<file path="src/rtl/hcf_pkg.sv">
// Shared types and width helpers for the sequential binary-GCD engine.
package hcf_pkg;

  typedef enum logic [1:0] {
    IDLE = 2'd0,
    RUN  = 2'd1,
    DONE = 2'd2
  } state_t;

  // Iteration counter must hold up to 2*WIDTH-1 RUN cycles.
  function automatic int cnt_width(input int width);
    return $clog2(2 * width);
  endfunction

  // Common power-of-two shift never exceeds WIDTH-1 for non-zero operands.
  function automatic int k_width(input int width);
    return $clog2(width);
  endfunction

endpackage

</file>
<file path="src/rtl/hcf_step.sv">
// One combinational Stein step: reduces (a, b) and tracks the shared power of two k.
module hcf_step
  import hcf_pkg::*;
#(
  parameter int WIDTH = 8,
  parameter int KW    = k_width(WIDTH)
) (
  input  logic [WIDTH-1:0] a,
  input  logic [WIDTH-1:0] b,
  input  logic [KW-1:0]    k,
  output logic [WIDTH-1:0] a_next,
  output logic [WIDTH-1:0] b_next,
  output logic [KW-1:0]    k_next,
  output logic             done,
  output logic [WIDTH-1:0] result
);

  always_comb begin
    a_next = a;
    b_next = b;
    k_next = k;
    done   = 1'b0;
    // The restored factor fits in WIDTH bits because it never exceeds the smaller operand.
    result = a << k;
    if (a == b) begin
      done = 1'b1;
    end else if (!a[0] && !b[0]) begin
      a_next = a >> 1;
      b_next = b >> 1;
      k_next = k + 1'b1;
    end else if (!a[0]) begin
      a_next = a >> 1;
    end else if (!b[0]) begin
      b_next = b >> 1;
    end else if (a > b) begin
      a_next = (a - b) >> 1;
    end else begin
      b_next = (b - a) >> 1;
    end
  end

endmodule

</file>
<file path="src/rtl/hcf_engine.sv">
// Sequential HCF engine: valid/ready in, one Stein step per clock, valid/ready out.
module hcf_engine
  import hcf_pkg::*;
#(
  parameter int WIDTH = 8,
  parameter int CW    = cnt_width(WIDTH)
) (
  input  logic             clk,
  input  logic             rst,
  input  logic             in_valid,
  output logic             in_ready,
  input  logic [WIDTH-1:0] in1,
  input  logic [WIDTH-1:0] in2,
  output logic             out_valid,
  input  logic             out_ready,
  output logic [WIDTH-1:0] hcf_out,
  output logic             zero_flag,
  output logic [CW-1:0]    cycles
);

  localparam int KW = k_width(WIDTH);

  state_t           state;
  logic [WIDTH-1:0] a, b;
  logic [KW-1:0]    k;
  logic [CW-1:0]    cnt;

  logic [WIDTH-1:0] a_next, b_next, step_result;
  logic [KW-1:0]    k_next;
  logic             step_done;

  hcf_step #(.WIDTH(WIDTH), .KW(KW)) u_step (
    .a      (a),
    .b      (b),
    .k      (k),
    .a_next (a_next),
    .b_next (b_next),
    .k_next (k_next),
    .done   (step_done),
    .result (step_result)
  );

  assign in_ready = (state == IDLE);

  always_ff @(posedge clk or posedge rst) begin
    if (rst) begin
      state     <= IDLE;
      a         <= '0;
      b         <= '0;
      k         <= '0;
      cnt       <= '0;
      out_valid <= 1'b0;
      hcf_out   <= '0;
      zero_flag <= 1'b0;
      cycles    <= '0;
    end else begin
      case (state)
        IDLE: begin
          if (in_valid) begin
            a         <= in1;
            b         <= in2;
            k         <= '0;
            cnt       <= '0;
            cycles    <= '0;
            zero_flag <= 1'b0;
            // With a zero operand the answer is simply the other one (or 0 when both are 0).
            if (in1 == '0 || in2 == '0) begin
              hcf_out   <= in1 | in2;
              zero_flag <= (in1 == '0) && (in2 == '0);
              out_valid <= 1'b1;
              state     <= DONE;
            end else begin
              state <= RUN;
            end
          end
        end
        RUN: begin
          a   <= a_next;
          b   <= b_next;
          k   <= k_next;
          cnt <= cnt + 1'b1;
          if (step_done) begin
            hcf_out   <= step_result;
            cycles    <= cnt + 1'b1;
            out_valid <= 1'b1;
            state     <= DONE;
          end
        end
        DONE: begin
          if (out_ready) begin
            out_valid <= 1'b0;
            state     <= IDLE;
          end
        end
        default: state <= IDLE;
      endcase
    end
  end

endmodule

</file>
<file path="config.mk">
export PLATFORM = sky130hd
export DESIGN_NAME = hcf_engine
export DESIGN_NICKNAME = d
export VERILOG_FILES = /design/src/rtl/hcf_pkg.sv /design/src/rtl/hcf_step.sv /design/src/rtl/hcf_engine.sv
export SDC_FILE = /design/constraint.sdc
export NUM_CORES = 1
export LEC_CHECK = 0
export CAP_MARGIN = 5
export CORE_MARGIN = 10
export CORE_UTILIZATION = 25
export CTS_CLUSTER_SIZE = 10
export DETAILED_ROUTE_END_ITERATION = 10
export PLACE_DENSITY = 0.43
export REMOVE_ABC_BUFFERS = 1
export SKIP_CTS_REPAIR_TIMING = 1
export SLEW_MARGIN = 20
export SYNTH_ARGS = -nofsm -noshare
export SYNTH_HDL_FRONTEND = slang
export SYNTH_SLANG_ARGS = --single-unit
</file>
<file path="constraint.sdc">
create_clock -name clk -period 3.28 [get_ports clk]
set_input_delay 0.328 -clock clk [delete_from_list [all_inputs] [get_ports clk]]
set_output_delay 0.328 -clock clk [all_outputs]
set_load 0.05 [all_outputs]
</file>
==> results of run 1 <==
## per-stage QoR
step / utilization [%] / cells / hold WS [ps] / worst slack [ps]
after floorplan: - / 326 / 461 / 533
after global placement: 29.6 / 519 / 483 / 439
after detailed placement: 29.6 / 519 / 492 / 415
after CTS: 30.7 / 527 / 403 / 412
after global routing: 30.7 / 527 / 435 / 230
final: 30.7 / 527 / 375 / 403
## cell type report
cell class	instances	area (um2)	area share, %
tap	147	184	5.03
clock buffer	7	133	3.62
timing repair buffer	46	430	11.8
clock inverter	1	5.00	0.137
inverter	28	105	2.87
sequential	39	976	26.7
multi-input combinational	259	1830	49.9
## how the worst max path moves through the flow
| stage | startpoint | endpoint | depth (start not counted) |
|---|---|---|---|
| 6_report | a[0]$_DFFE_PP0P_ | b[2]$_DFFE_PP0P_ | 8 |
| 5_1_grt | a[0]$_DFFE_PP0P_ | a[6]$_DFFE_PP0P_ | 9 |
| 4_1_cts | a[0]$_DFFE_PP0P_ | b[2]$_DFFE_PP0P_ | 8 |
| 3_5_place_dp | a[0]$_DFFE_PP0P_ | b[2]$_DFFE_PP0P_ | 8 |
| 3_3_place_gp | a[0]$_DFFE_PP0P_ | b[2]$_DFFE_PP0P_ | 8 |
| 2_1_floorplan | a[0]$_DFFE_PP0P_ | b[2]$_DFFE_PP0P_ | 8 |
## logic make-up after synthesis
kind of cell,after synthesis
AO/OA/AOI/OAI,111
AND/OR/NAND/NOR,102
buffers and inverters,47
flip-flops,39
adder cells (fa/ha/maj),21
multiplexers,15
XOR/XNOR,10
## registers in the layout, indices dropped and copies added, names as in the netlist
| register | flops |
|---|---|
| out_valid | 1 |
| k | 3 |
| cnt | 4 |
| a | 8 |
| cycles | 4 |
| b | 8 |
| zero_flag | 1 |
| hcf_out | 8 |
| state | 2 |
## metal layers
metal	up-vias	wire length (um)	part of all wire (%)
met4	0	143	1.5
met5	-	0	0
met3	9	419	4.5
met1	1277	4370	47
met2	65	4460	47
li1	1325	-	-
## Yosys cell counts (all sizes together), types with 2 or more instances
cell type  count
o31a           2
nand3          9
fa             2
a22oi          2
o221ai         2
a21o           6
ha            19
a21oi         27
o22ai          3
nor2          36
a31oi          6
nand3b         2
nor3           4
xor2           2
nand2         24
o311ai         4
o211ai         3
clkbuf         8
o21ai         23
a22o           5
a211oi         8
and2           2
xnor2          8
dfrtp         39
a222oi         5
inv           28
nand2b         8
mux2i          5
buf           11
nand4          3
nor4           5
mux2           9
o31ai          7
## cell usage in the layout (no fill, tap or decap), drive strengths merged, types with 2 or more instances in the layout
cell and count:
o221ai 2, a222oi 5, nand2 24, xnor2 8, o31ai 7, a31oi 6
dfrtp 39, a22oi 2, o21ai 23, buf 12, nor2 36, inv 27
o311ai 4, a21oi 27, mux2 9, nor4 5, a21o 6, a22o 5
nand3 9, o211ai 3, a211oi 8, clkdlybuf4s50 34, nand3b 2, xor2 2
o31a 2, clkinv 2, fa 2, o22ai 3, nand4 3, nor3 4
ha 19, mux2i 5, clkbuf 7, and2 2, nand2b 8
==> results_dict.tcl, run 1 <==
set metrics [dict create \
    fp.dieH_um 130 \
    hold_path.class "in -> async" \
    clk_pin_slew_worst_paths_ps 60 \
    syn_inst 345 \
    yosysWarnings 0 \
    fin_crit_ps 2880 \
    drt_iter0_drc 210 \
    crit_family "compound AO/OA/AOI/OAI gates" \
    die_area_um2 16800 \
    synthDominantCellAreaShare_pct 32.4 \
    timing.fmax_mhz 348 \
    wl_per_cell_um 17.8 \
    critPathKind "reg -> reg" \
    outcome "complete, no violations" \
    setup_tns_ps 0 \
    grt_use_met2_pct 18.9 \
    crit_buf_inv 1 \
    post_dp_cell_area_um2 3520 \
    antenna_found_initial 0 \
    nets 420 \
    synth_cell_type_count 65 \
    crit_slowest_cell "o31ai_2" \
    endpoint_kind "register" \
    drv_cap 0 \
    routed_wl_mm 9.39 \
    yosys-top-cells-area "dfrtp_1, ha_1, nor2_1" \
    drv_slew 0 \
    area_delta_synth_final_pct 21.6 \
    synth-compound-area-share_pct 25.8 \
    clk_path_buf_depth 2 \
    synth-simple-area-share_pct 16.9 \
    n_antenna_cell 0 \
    ios 35 \
    gr-max-usage-layer "met2" \
    cp_max_fo 9 \
    slew_headroom_pct 52.8 \
    synth-main-ff-cell "dfrtp_1" \
    num_vias 2676 \
    grt_pass1_vias 2677 \
    yosysSeqAreaShare_pct 32.4 \
    vias_per_cell 5.08 \
    crit_chain "inv_1 > ha_1 > fa_1 > nor2b_4 > o31a_4 > a41oi_4 > o31ai_2 > mux2_1" \
    cts.sinks 39 \
    grt_pass1_wl_mm 15.3 \
    gr-total-overflow 0 \
    port_buffers 34 \
    synth_top_family_by_area "compound AO/OA/AOI/OAI gates" \
    track_usage_pct 11.6 \
    start_util_pct 25.3 \
    reg2reg_setup_slack_ps 400 \
    core-area_um2 11900 \
    fin_worst_skew_ps 6.69 \
    ys_seq_elements 39 \
    grt_max_degree 23 \
    synth-edff-count 0 \
    ant_nets 0 \
    design_area_um2 3660 \
    cts_root_buf "clkbuf_16" \
    drive_gt1_share_pct 10.3 \
    cts_tree "built" \
    synthMuxAreaShare_pct 5.90 \
    r2r_start "a[0]$_DFFE_PP0P_" \
    rsz0062_at_grt "false" \
    clk_latency_ps 290 \
    startpoint_type "register" \
    setup_viol 0 \
    yosysTopAreaCell "dfrtp_1" \
    nFillCells 1272 \
    synth_xor_area_share_pct 2.91 \
    htreeDepth 2 \
    synth_area_per_cell_um2 8.72 \
    tightest_slew_ps 703 \
    reg2reg_to "b[2]$_DFFE_PP0P_" \
    grtUsageMet3_pct 1.99 \
    numCtsBuffers 5 \
    yosys.area_share.adder_pct 9.23 \
    gp_congestion 0.863 \
    hold_viol_final 0 \
    die_w_um 130 \
    drc_errors 0 \
    dp.final_hpwl_mm 7.29 \
    async_reset_ff_share_pct 100 \
    ff2ff_path_depth 8 \
    syn_area_um2 3010 \
    drtPass1Iterations 4 \
    slowest_delay_ps 600 \
    cp.required_ps 3450 \
    gr-usage-met1_pct 15.1 \
    cp.arrival_ps 3050 \
    fin_crit_sh_pct 87.7 \
    num_rows 40 \
]
Power of run 1 is not shown: default switching activity piles up to over one toggle a cycle in this logic, so the estimate is an artifact.
==> run 2, diff against run 1 <==
--- a/config.mk
+++ b/config.mk
@@ -5,6 +5,7 @@
 export SDC_FILE = /design/constraint.sdc
 export NUM_CORES = 1
 export LEC_CHECK = 0
+export ABC_AREA = 1
 export CAP_MARGIN = 5
 export CORE_MARGIN = 10
 export CORE_UTILIZATION = 25
@@ -12,7 +13,6 @@
 export DETAILED_ROUTE_END_ITERATION = 10
 export PLACE_DENSITY = 0.43
 export REMOVE_ABC_BUFFERS = 1
-export SKIP_CTS_REPAIR_TIMING = 1
 export SLEW_MARGIN = 20
 export SYNTH_ARGS = -nofsm -noshare
 export SYNTH_HDL_FRONTEND = slang
==> run 2 against run 1 <==
  * Core utilization rose by 0.63 points
  * Cell area rose by 9.0%
  * Non-clock buffer count fell by 9
  * Critical path type unchanged
  * Critical path depth rose by 6
  * Synthesized cell count rose by 40%
  * Cell count rose by 31%
  * Global-route usage rose by 0.26 points
==> results_dict.tcl, run 2 <==
set metrics [dict create \
    setup_tns_ps 0 \
    cts_tree "built" \
    hold_path.class "in -> async" \
    cp.required_ps 3500 \
    crit_end "a[6]$_DFFE_PP0P_" \
    synth-edff-count 0 \
    ys_top_cells_by_count "nand2_1, inv_1, nor2_1, dfrtp_1, o21ai_0" \
    startpoint_type "register" \
    endpoint_kind "register" \
    yosysSeqAreaShare_pct 29.7 \
    yosysWarnings 0 \
    fin_worst_skew_ps 4.02 \
    r2r_start "a[0]$_DFFE_PP0P_" \
    fin_crit_ps 2520 \
    fin_crit_sh_pct 76.7 \
    area_delta_synth_final_pct 21.4 \
    synth_cell_type_count 33 \
    ios 35 \
    final_common_cell "nand2_1" \
    synth-main-ff-cell "dfrtp_1" \
    async_reset_ff_share_pct 100 \
    grt_max_degree 40 \
    grt_pass1_vias 3290 \
    timing.fmax_mhz 398 \
    drive_gt1_share_pct 8.29 \
    slew_headroom_pct 58.7 \
    reg2reg_to "a[6]$_DFFE_PP0P_" \
    num_rows 41 \
    synth_area_per_cell_um2 6.80 \
    ys_seq_elements 39 \
    synthDominantCellAreaShare_pct 29.7 \
    syn_area_um2 3290 \
    outcome "complete, no violations" \
    routed_wl_mm 10.5 \
    setup_viol 0 \
    syn_inst 483 \
    num_vias 3122 \
    die_area_um2 18100 \
    cts.sinks 39 \
    reg2reg_setup_slack_ps 760 \
    largestRegisters "a x8, b x8, hcf_out x8" \
    ant_nets 0 \
    wl_per_cell_um 15.2 \
    n_antenna_cell 0 \
    cp_max_fo 8 \
    port_buffers 34 \
    tightest_slew_ps 614 \
    critPathKind "reg -> reg" \
    drt_iter0_drc 190 \
    startpoint "a[0]$_DFFE_PP0P_" \
    ff2ff_path_depth 14 \
    clk_pin_slew_worst_paths_ps 60 \
    cts-resized-gates 0 \
    rsz0062_at_grt "false" \
    fp.dieH_um 135 \
    yosys-top-cells-area "dfrtp_1, nand2_1, inv_1" \
    clk_latency_ps 280 \
    cp.arrival_ps 2740 \
    hold_viol_final 0 \
    drv_cap 0 \
    nets 560 \
    core-area_um2 12700 \
    postCtsSetupRepairBufs 0 \
    gr-total-overflow 0 \
    track_usage_pct 11.8 \
    die_w_um 135 \
    htreeDepth 2 \
    clk_path_buf_depth 2 \
    numCtsBuffers 5 \
    dp.final_hpwl_mm 8.45 \
    yosysTopAreaCell "dfrtp_1" \
    cts_root_buf "clkbuf_16" \
    mostFrequentLayoutCells "nand2_1, inv_1, nor2_1, dfrtp_1, clkdlybuf4s50_1" \
    hold_buffers 0 \
    vias_per_cell 4.52 \
    yosys.cell_count.top_type "nand2_1" \
    drv_slew 0 \
    gp_congestion 0.837 \
    drtPass1Iterations 4 \
    antenna_found_initial 0 \
    drc_errors 0 \
    grt_pass1_wl_mm 17.3 \
    start_util_pct 25.8 \
]
run 2: logic make-up (layout without fill, tap and decap cells):
kind of cell	count (synthesis)	in the layout	share of synthesized area [%]
XOR/XNOR	5	5	1.33
AO/OA/AOI/OAI	87	87	15.5
flip-flops	39	39	29.7
AND/OR/NAND/NOR	245	245	34.9
adder cells (fa/ha/maj)	21	21	8.45
buffers and inverters	86	122	10.1
run 2: final cells by class:
cell class | instances | area (um2)
fillers | 1449 | 8730
flip-flops and latches | 39 | 976
clock inverters | 2 | 37.5
multi-input cells | 358 | 1980
inverters | 78 | 293
repair buffers | 37 | 363
well taps | 172 | 215
clock buffers | 5 | 125
run 2: through the flow:
| stage | setup slack, ps | util [%] | instances | hold WS (ps) | instance area [um2] |
|---|---|---|---|---|---|
| finish | 765 | 31.4 | 691 | 475 | 3990 |
| global route | 468 | 31.4 | 691 | 526 | 3990 |
| CTS | 727 | 31.4 | 691 | 493 | 3990 |
| detailed placement | 739 | 30.1 | 684 | 469 | 3830 |
| global placement | 836 | 30.1 | 684 | 478 | 3830 |
| floorplan | 986 | - | 475 | 477 | 3250 |
run 2: worst min path at each step:
stage                            from                     end  slack, ps  cells after the start
2_1_floorplan                  in1[7]        a[7]$_DFFE_PP0P_        480                      2
3_3_place_gp   hcf_out[7]$_DFFE_PP0P_  hcf_out[7]$_DFFE_PP0P_        480                      2
3_5_place_dp   hcf_out[7]$_DFFE_PP0P_  hcf_out[7]$_DFFE_PP0P_        470                      2
4_1_cts        hcf_out[7]$_DFFE_PP0P_  hcf_out[7]$_DFFE_PP0P_        490                      2
5_1_grt                           rst  hcf_out[6]$_DFFE_PP0P_        530                      3
6_report                          rst  hcf_out[7]$_DFFE_PP0P_        480                      3
run 2: worst max-delay path, cell delays in order, from the launching register on:
cell and delay (ps):
dfrtp_1 540, inv_1 180, ha_1 270, fa_1 390
inv_1 90, nand2_1 70, nand2_1 110, nand3_2 90
nand2_4 120, nand3_2 130, inv_1 140, nand2_1 60
nand2_1 60, nand2_1 60, a21oi_2 140
run 2: layer usage:
layer | routed length [um] | GRT usage [%]
met3 | 498 | 2.26
met2 | 4670 | 19.1
met5 | 0 | 0
met4 | 201 | 3.45
met1 | 5100 | 15.6
Power of run 2 is left out for the same reason.
==> run 3, diff against run 2 <==
--- a/config.mk
+++ b/config.mk
@@ -11,7 +11,7 @@
 export CORE_UTILIZATION = 25
 export CTS_CLUSTER_SIZE = 10
 export DETAILED_ROUTE_END_ITERATION = 10
-export PLACE_DENSITY = 0.43
+export PLACE_DENSITY = 0.44
 export REMOVE_ABC_BUFFERS = 1
 export SLEW_MARGIN = 20
 export SYNTH_ARGS = -nofsm -noshare
==> constraint.sdc (replaced) <==
create_clock -name clk -period 2.1 [get_ports clk]
set_input_delay 0.21 -clock clk [delete_from_list [all_inputs] [get_ports clk]]
set_output_delay 0.21 -clock clk [all_outputs]
set_load 0.05 [all_outputs]
==> run 3 against run 2 <==
  * Fmax is 26% higher
  * Critical path depth is 5 lower
  * Sequential cell count is the same
  * Sequential share of layout area fell by 2.0 points
  * Worst hold slack got worse by 120 ps
  * Critical path type unchanged
  * Critical endpoint is now b[3]$_DFFE_PP0P_
  * Largest cell class unchanged
==> results_dict.tcl, run 3 (synthesized netlist as in run 2, its figures left out) <==
set metrics [dict create \
    cts_tree "built" \
    num_vias 3219 \
    setup_viol 0 \
    hold_viol_final 0 \
    die_area_um2 18100 \
    start_util_pct 25.8 \
    drv_slew 0 \
    seq_area_um2 976 \
    slew_headroom_pct 63.2 \
    startpoint_type "register" \
    dp.final_hpwl_mm 8.54 \
    vias_per_cell 4.43 \
    area_delta_synth_final_pct 32.4 \
    outcome "complete, no violations" \
    port_buffers 34 \
    cts.sinks 39 \
    routed_wl_mm 10.4 \
    ant_nets 0 \
    drv_cap 0 \
    wl_per_cell_um 14.3 \
    fin_crit_sh_pct 95.1 \
    setup_ws_ps 103 \
    hold_path.class "in -> async" \
    final_common_cell "nand2_1" \
    antenna_found_initial 0 \
    clk_path_buf_depth 2 \
    crit_slowest_cell "fa_1" \
    htreeDepth 2 \
    grt_max_degree 40 \
    drive_gt1_share_pct 16.8 \
    die_w_um 135 \
    cp_max_fo 3 \
    startpoint "a[0]$_DFFE_PP0P_" \
    fp.dieH_um 135 \
    gp_congestion 0.827 \
    grt_pass1_wl_mm 17.1 \
    mostFrequentLayoutCells "nand2_1, inv_1, nor2_1, dfrtp_1, buf_4" \
    nets 595 \
    drtPass1Iterations 4 \
    numCtsBuffers 5 \
    tightest_slew_ps 551 \
    grt_pass1_vias 3304 \
    post_dp_cell_area_um2 4050 \
    cp.required_ps 2320 \
    critPathKind "reg -> reg" \
    r2r_start "a[0]$_DFFE_PP0P_" \
    dp_slack_ps -52.4 \
    timing.fmax_mhz 501 \
    drc_errors 0 \
    crit_chain "buf_4 > ha_1 > fa_1 > nor2_1 > nor2_1 > xor2_1 > o21ai_0 > nand2_1 > a21oi_2" \
    fin_crit_ps 2000 \
    endpoint_kind "register" \
    clk_latency_ps 280 \
    clk_pin_slew_worst_paths_ps 60 \
    fin_util_pct 34.2 \
    nFillCells 1437 \
    num_rows 41 \
    drt_iter0_drc 171 \
    cp.arrival_ps 2210 \
    slowest_delay_ps 440 \
    rsz0062_at_grt "false" \
    ios 35 \
    largestRegisters "a x8, b x8, hcf_out x8" \
    core-area_um2 12700 \
    gr-total-overflow 0 \
    n_antenna_cell 0 \
    cp_common_cell "nor2_1" \
    multi_input_area_um2 2070 \
    design_area_um2 4350 \
    track_usage_pct 11.6 \
    cts_root_buf "clkbuf_16" \
    fin_worst_skew_ps 2.77 \
]
[run 3: changes by cell type in the layout (fill, tap and decap cells not counted), moves of 2 or more]
cell	before	now
buf_4	3	36
a21oi_1	29	24
a21oi_2	11	15
inv_1	78	74
inv_2	0	4
o21ai_0	33	29
o21ai_1	1	5
ha_1	19	16
buf_12	0	2
clkbuf_8	0	2
ha_2	0	2
nand2_8	2	4
[run 3: per-stage QoR]
step	cells	hold slack, ps	TNS (ps)
global placement	713	470	-79.5
global route	727	420	0
finish	727	351	0
CTS	721	385	0
floorplan	475	359	-3120
detailed placement	713	464	-81.8
[run 3: repair_timing]
action	CTS	global route
endpoints found under the hold margin	0	0
gates resized for setup	5	18
hold buffers	0	0
cloned	0	1
buffers inserted	0	5
pin swaps	0	8
endpoints found under the setup margin	5	15
[run 3: cell type report]
type | count | share of cell area (%)
clock buffers | 8 | 3.60
inverters | 78 | 6.73
multi-input cells | 359 | 47.6
flip-flops and latches | 39 | 22.4
well taps | 172 | 4.95
repair buffers | 71 | 14.7
[run 3: per-layer routing]
| metal | GRT usage, % | routed length (um) | vias to the layer above |
|---|---|---|---|
| met1 | 15.0 | 5060 | 1472 |
| li1 | - | - | 1687 |
| met3 | 2.23 | 426 | 10 |
| met4 | 3.20 | 143 | 0 |
| met2 | 19.1 | 4760 | 50 |
| met5 | 0 | 0 | - |
[run 3: final timing paths]
kind	slack, ps	to	cells after the start
setup / recovery	100	b[3]$_DFFE_PP0P_	9
hold / removal	350	k[2]$_DFFE_PP0P_	3
setup reg to reg	100	b[3]$_DFFE_PP0P_	9
hold reg to reg	480	out_valid$_DFFE_PP0P_	2
max in group asynchronous	1380	cnt[2]$_DFFE_PP0P_	3
min in group clk	480	out_valid$_DFFE_PP0P_	2
[run 3: critical path, delay by kind of cell, from the launching register on]
kind | cells | cell delay, ps
buffers and inverters | 1 | 140
AOI/OAI and AO/OA | 2 | 310
DFF | 1 | 370
and+or+nand+nor | 3 | 270
adders and majority gates | 2 | 680
xor gates and xnor gates | 1 | 150
Power of run 3 is left out for the same reason.
